### config.mk
export PLATFORM = sky130hd
export DESIGN_NAME = fetch_unit
export DESIGN_NICKNAME = d
export VERILOG_FILES = /design/src/rtl/fetch_unit.sv
export SDC_FILE = /design/constraint.sdc
export NUM_CORES = 1
export LEC_CHECK = 0
export CORE_AREA = 2 2 148 150
export DETAILED_ROUTE_END_ITERATION = 8
export DIE_AREA = 0 0 150 152
export DONT_BUFFER_PORTS = 1
export SYNTH_ARGS = -nofsm -noshare
export SYNTH_HDL_FRONTEND = slang
export SYNTH_SLANG_ARGS = --single-unit
### constraint.sdc
create_clock -name clk -period 2.9 [get_ports clk]
set_input_delay 0.29 -clock clk [delete_from_list [all_inputs] [get_ports clk]]
set_output_delay 0.29 -clock clk [all_outputs]
set_load 0.05 [all_outputs]
### src/rtl/fetch_unit.sv
// fetch_unit: owns the PC, issues in-order imem requests and buffers returned words in a prefetch FIFO.
// Optional FETCH_MISALIGN_TRAP_EN: a misaligned redirect sets a sticky trap flag and halts fetch until reset.
module fetch_unit #(
    parameter logic [31:0] RESET_PC = 32'h0000_0000,
    parameter int          FQ_DEPTH = 4
) (
    input  logic        clk,
    input  logic        reset,
    input  logic        PCSrc,
    input  logic [31:0] PCTarget,
    output logic        imem_req_valid,
    input  logic        imem_req_ready,
    output logic [31:0] imem_addr,
    input  logic        imem_resp_valid,
    input  logic [31:0] imem_resp_data,
    output logic [31:0] Instr,
    output logic [31:0] PC,
    output logic [31:0] PCPlus4,
    output logic        instr_valid,
    input  logic        instr_ready,
    output logic        misalign
);
    localparam int          AW      = $clog2(FQ_DEPTH);
    localparam int          CW      = AW + 1;
    localparam logic [CW:0] DEPTH_C = (CW + 1)'(FQ_DEPTH);
    localparam logic [31:0] NOP_C   = 32'h0000_0013;

    logic [31:0]   fpc_r;
    logic [31:0]   dpc_r;
    logic [CW-1:0] outst_r;
    logic [CW-1:0] discard_r;
    logic [CW-1:0] count_r;
    logic [AW-1:0] wr_ptr_r;
    logic [AW-1:0] rd_ptr_r;
    logic [31:0]   fifo_r [FQ_DEPTH];

    logic [CW:0]   occ_s;
    logic          req_valid_s;
    logic          req_fire_s;
    logic          push_s;
    logic          pop_s;
    logic          head_valid_s;
    logic          halt_s;
    logic [31:0]   tgt_fetch_s;
    logic [31:0]   tgt_pc_s;

    assign tgt_fetch_s = PCTarget & 32'hFFFF_FFFC;

`ifdef FETCH_MISALIGN_TRAP_EN
    logic misalign_r;

    // Sticky trap flag: any redirect to a non-word address latches it until reset.
    always_ff @(posedge clk) begin
        if (reset) begin
            misalign_r <= 1'b0;
        end else if (PCSrc && (PCTarget[1:0] != 2'b00)) begin
            misalign_r <= 1'b1;
        end
    end

    assign halt_s   = misalign_r;
    assign tgt_pc_s = PCTarget;
    assign misalign = misalign_r;
`else
    assign halt_s   = 1'b0;
    assign tgt_pc_s = tgt_fetch_s;
    assign misalign = 1'b0;
`endif

    // Handshake qualifiers and FIFO head presentation.
    always_comb begin
        occ_s        = {1'b0, outst_r} + {1'b0, count_r};
        req_valid_s  = !reset && !PCSrc && !halt_s && (occ_s < DEPTH_C);
        req_fire_s   = req_valid_s && imem_req_ready;
        head_valid_s = (count_r != {CW{1'b0}});
        pop_s        = head_valid_s && instr_ready;
        // A response in a redirect cycle belongs to the old stream and is dropped.
        push_s       = imem_resp_valid && !PCSrc && (discard_r == {CW{1'b0}});
        Instr        = NOP_C;
        if (head_valid_s) begin
            Instr = fifo_r[rd_ptr_r];
        end else begin
            Instr = NOP_C;
        end
    end

    assign imem_req_valid = req_valid_s;
    assign imem_addr      = fpc_r;
    assign instr_valid    = head_valid_s;
    assign PC             = dpc_r;
    assign PCPlus4        = dpc_r + 32'd4;

    // PC, in-flight accounting and FIFO bookkeeping.
    always_ff @(posedge clk) begin
        if (reset) begin
            fpc_r     <= RESET_PC;
            dpc_r     <= RESET_PC;
            outst_r   <= {CW{1'b0}};
            discard_r <= {CW{1'b0}};
            count_r   <= {CW{1'b0}};
            wr_ptr_r  <= {AW{1'b0}};
            rd_ptr_r  <= {AW{1'b0}};
        end else if (PCSrc) begin
            // Everything still in flight after this cycle is stale.
            fpc_r     <= tgt_fetch_s;
            dpc_r     <= tgt_pc_s;
            outst_r   <= outst_r - CW'(imem_resp_valid);
            discard_r <= outst_r - CW'(imem_resp_valid);
            count_r   <= {CW{1'b0}};
            wr_ptr_r  <= {AW{1'b0}};
            rd_ptr_r  <= {AW{1'b0}};
        end else begin
            if (req_fire_s) begin
                fpc_r <= fpc_r + 32'd4;
            end
            outst_r <= outst_r + CW'(req_fire_s) - CW'(imem_resp_valid);
            if (imem_resp_valid && (discard_r != {CW{1'b0}})) begin
                discard_r <= discard_r - CW'(1'b1);
            end
            if (pop_s) begin
                dpc_r    <= dpc_r + 32'd4;
                rd_ptr_r <= rd_ptr_r + AW'(1'b1);
            end
            if (push_s) begin
                wr_ptr_r <= wr_ptr_r + AW'(1'b1);
            end
            count_r <= count_r + CW'(push_s) - CW'(pop_s);
        end
    end

    // FIFO storage; contents are meaningless while count is zero.
    always_ff @(posedge clk) begin
        if (push_s) begin
            fifo_r[wr_ptr_r] <= imem_resp_data;
        end
    end
endmodule

==> impl.org <==
** Global routing
- Met1 usage :: 0.2814
- For this run the aggregate overflow at the end of global routing stands at 0.
- Layer with the highest usage :: met2
- The initial antenna violation count came to 0.
- Number of global-route vias before repair :: approximately 8000
- Global-route track usage on met2 :: 0.4334
- Global-route track usage on met3 :: 0.06547
- The first global-routing pass estimated between 40000 and 50000 um of wire.
- Entering global routing, the biggest net connects 80 pins.
- Overall routing resource usage :: 0.2419

** Yosys
- Dividing the synthesized area by the synthesized cell count gives around 11 um2.
- Most numerous cell types in the synthesized netlist :: edfxtp_1, dfxtp_1, nand2_1, inv_1, clkbuf_1
- In the synthesized netlist the async set-or-reset flop fraction comes to 0.
- EDFF count, synth :: between 100 and 150
- Biggest area contributors in the synthesized netlist :: edfxtp_1, dfxtp_1, mux4_2, xnor2_1, nor2b_1
- Most instantiated library cell after synthesis :: edfxtp_1
- After synthesis the netlist holds a flip-flop and latch count of 203.
- Syn Std Cell Area :: roughly 0.010 mm2
- Count of distinct cell types in the synthesized netlist :: 67
- Share of the synthesized area in the top cell type :: 0.3809
- Sequential area share after synthesis :: 0.5297
- The cell count after synthesis came out at just under 900.
- Among all flip-flop cells after synthesis, the most frequent one is edfxtp_1.
- For this run, the number of Yosys warnings is 0.
- The largest total area in the synthesized netlist belongs to edfxtp_1.

** Routing
- DRC marker count from the first detailed-route iteration :: 428
- After detailed routing, the total wire length is approximately 28000 um.
- Routed vias :: between 7000 and 8000
- The count of nets left with antenna violations once routing finished came out at 0.
- The first detailed-routing pass took 5 iterations.
- For this run, design rule violations remaining after detail routing come to 0.
- In the final routed layout, each cell accounts on average for approximately 21 um.
- Using the TritonRoute via totals, the vias-per-cell ratio works out to approximately 5.9.

** Clocking
- Clock buffer count from CTS :: 23
- Deepest level of the CTS H-tree :: 1
- Root buffer cell :: clkbuf_16
- TritonCTS built the clock tree.
- Clk sinks :: 203
- No sink is reached through more buffers than the 3 on the longest clock path.
- After clock tree synthesis, the clock-pin slew on the worst setup and hold paths is approximately 0.060 ns.
- For the worst-skew pair, the clock arrives at the later sink with an insertion delay of between 0.5 and 0.6 ns.

** Place
- Counting tap cells, the placed design contains a total of about 1200 instances.
- Routability-driven placement finished with a final weighted congestion of between 0.8 and 0.9.
- Dpl hpwl :: 18780 um
- The count of buffers added on input and output ports is 0.

** Pwr
- Power density relative to cell area :: 579.7 mW/mm2
- Power share of the combinational group :: 0.175
- Internal cell power :: between 5000 and 6000 uW
- The share of total power dissipated in the clock network is 0.377.
- Max IR drop VDD :: a little under 0.0004 V
- Switching power share of the total :: 0.2921
- In this run the power spent charging and discharging nets is ~2100 uW.
- Of the total power, registers draw 0.448.
- Leakage Power :: around 0.0045 uW

** Setup path
- STA classifies the critical path endpoint as a flip-flop.
- The worst setup path is launched from a flip-flop.
- At the worst endpoint, the arrival time is ~3.2 ns.
- Class of the most critical setup path :: reg2reg
- Highest fanout seen on the critical path :: 4
- At the worst endpoint, the required time is 3.30 ns.

** Layout
- Count of filler cells inserted in the layout :: 1773
- P&R area growth vs syn :: 24.34%
- Of the cells placed in the final design, the portion with a size suffix greater than 1 is 0.2444.
- Count of inserted antenna diode cells :: 0
- Final Instance Count excl. Fillers :: roughly 1300
- In the final design database the tool counted about 1100 nets.

** STA
- Transition time of the tightest slew-check pin :: between 1 and 1.5 ns
- Slew Limit Fails :: 0
- Dividing the final minimum period by the clock period gives 0.9598.
- Number of hold violations in the final report :: 0
- Summed over all failing endpoints, the final setup total negative slack is 0 ns.
- Setup repair after global routing left no endpoint under its margin.
- Setup violations remaining at the end of the flow were counted as 0.
- Time the worst path needs with I/O delays and setup :: 2.783 ns
- The worst pin sits at a relative slew slack of 0.2175.
- Based on the critical path, the design can be clocked at up to 359.3 MHz.
- Max Clock Skew :: ~0.026 ns

** Floorplanning
- Num ports :: ~200
- Effective utilization at floorplan :: 0.4726
- The die is approximately 150 um wide.
- The total area inside the core boundary comes to 0.02135 mm2.
- Chip Height :: 152 um
- After floorplanning, the core was divided into 54 placement rows.
- The die covers ~0.023 mm2.

** Job
- Max_cap viols :: 0

** Outcome
- The run finished with clean final reports.

** Hold path
- Worst min-delay path category :: in2reg
## critical path, cell delays in order (launching register included)
cell,delay [ns]
dfxtp_4,0.37
ha_4,0.25
or4b_4,0.52
nor3_4,0.16
inv_2,0.07
ha_4,0.26
inv_1,0.03
ha_2,0.17
fa_2,0.36
xor2_1,0.15
o21ai_1,0.15
xnor2_1,0.13
nor2_1,0.05
## kinds of logic (layout without fill, tap and decap cells)
kind of cell,count (synthesis),after routing,synth area share
other,1,7,0.0003716
muxes,33,33,0.07241
adders and majority gates,18,18,0.02381
xor gates and xnor gates,51,51,0.04427
buffers and inverters,119,260,0.04885
DFF,203,203,0.5297
AOI/OAI and AO/OA,141,141,0.1015
and+or+nand+nor,314,314,0.1790
## metal layers
layer  vias to the layer above  share of wire
met3                        40          0.081
met4                         0          0.023
met1                      3840           0.38
met5                         -              0
li1                       3573              -
met2                       303           0.51
## timing repair
action / in CTS / in global routing
setup buffers: 0 / 2
pin swaps: 0 / 3
endpoints found under the setup margin: 3 / 13
endpoints found under the hold margin: 163 / 0
hold buffers: 38 / 0
resized for setup: 0 / 8
## sequential cells by signal, indices dropped and copies added (netlist names), named ones only
name       count
imem_addr     30
count_r        3
wr_ptr_r       2
fifo_r       128
rd_ptr_r       2
outst_r        3
discard_r      3
PC            30
## layout make-up
type	instances	area (um2)	share of cell area
Timing Repair Buffer	170	1506	0.1201
Sequential cell	203	5356	0.4269
Inverter	48	180.2	0.01436
Clock inverter	17	135.1	0.01077
Clock buffer	25	583.1	0.04647
Tap cell	280	350.3	0.02792
Multi-Input combinational cell	564	4436	0.3535
## worst paths after layout
path	startpoint	slack [ns]	cells past startpoint	to
setup / recovery	count_r[2]	0.12	12	outst_r[2]
hold / removal	imem_resp_valid	0.02	2	discard_r[1]
setup reg to reg	count_r[2]	0.12	12	outst_r[2]
hold reg to reg	rd_ptr_r[1]	0.54	2	flip-flop
## power by group through the flow
stage / clock (uW) / sequential (uW) / combinational (uW)
finish: 2740 / 3260 / 1270
detailed placement: 0 / 3320 / 1190
global route: 2910 / 3270 / 1350
global placement: 0 / 3310 / 1170
CTS: 2800 / 3260 / 1270
floorplan: 0 / 3500 / 709
## cells in the final DEF, fill, tap and decap left out, types with 5 or more instances in the layout
| cell type | instances |
|---|---|
| dlygate4sd3_1 | 37 |
| nand4_1 | 29 |
| conb_1 | 7 |
| nor2b_1 | 35 |
| or2_2 | 5 |
| buf_12 | 11 |
| nor2_1 | 35 |
| inv_1 | 45 |
| mux4_2 | 32 |
| o31ai_1 | 8 |
| xnor2_1 | 27 |
| nand2_1 | 51 |
| or3_1 | 6 |
| and3_1 | 11 |
| edfxtp_1 | 128 |
| dfxtp_2 | 6 |
| buf_4 | 122 |
| clkinvlp_4 | 5 |
| dfxtp_1 | 68 |
| nand3_1 | 32 |
| o311ai_0 | 5 |
| o31a_1 | 23 |
| nor4_1 | 28 |
| a21boi_0 | 15 |
| a311oi_1 | 5 |
| and4_1 | 16 |
| ha_1 | 12 |
| clkbuf_16 | 23 |
| nor3_1 | 19 |
| a211oi_1 | 16 |
| xor2_1 | 16 |
| nor3_2 | 5 |
| a21oi_1 | 32 |
| nor3b_1 | 6 |
| o21ai_0 | 8 |
## stage by stage
stage,util,power [uW],worst slack (ns),hold slack [ns],area [um2]
after CTS,0.5848,7331,-0.06828,0.0002266,12490
after global placement,0.5329,4487,0.09432,0.3619,11380
after floorplan,-,4209,-0.02286,0.3889,10230
final,0.5877,7274,0.1165,0.02484,12550
after global routing,0.5877,7527,0.001217,0.008974,12550
after detailed placement,0.5329,4512,0.05845,0.3674,11380
Note: power is estimated with default switching activity, not from simulation.
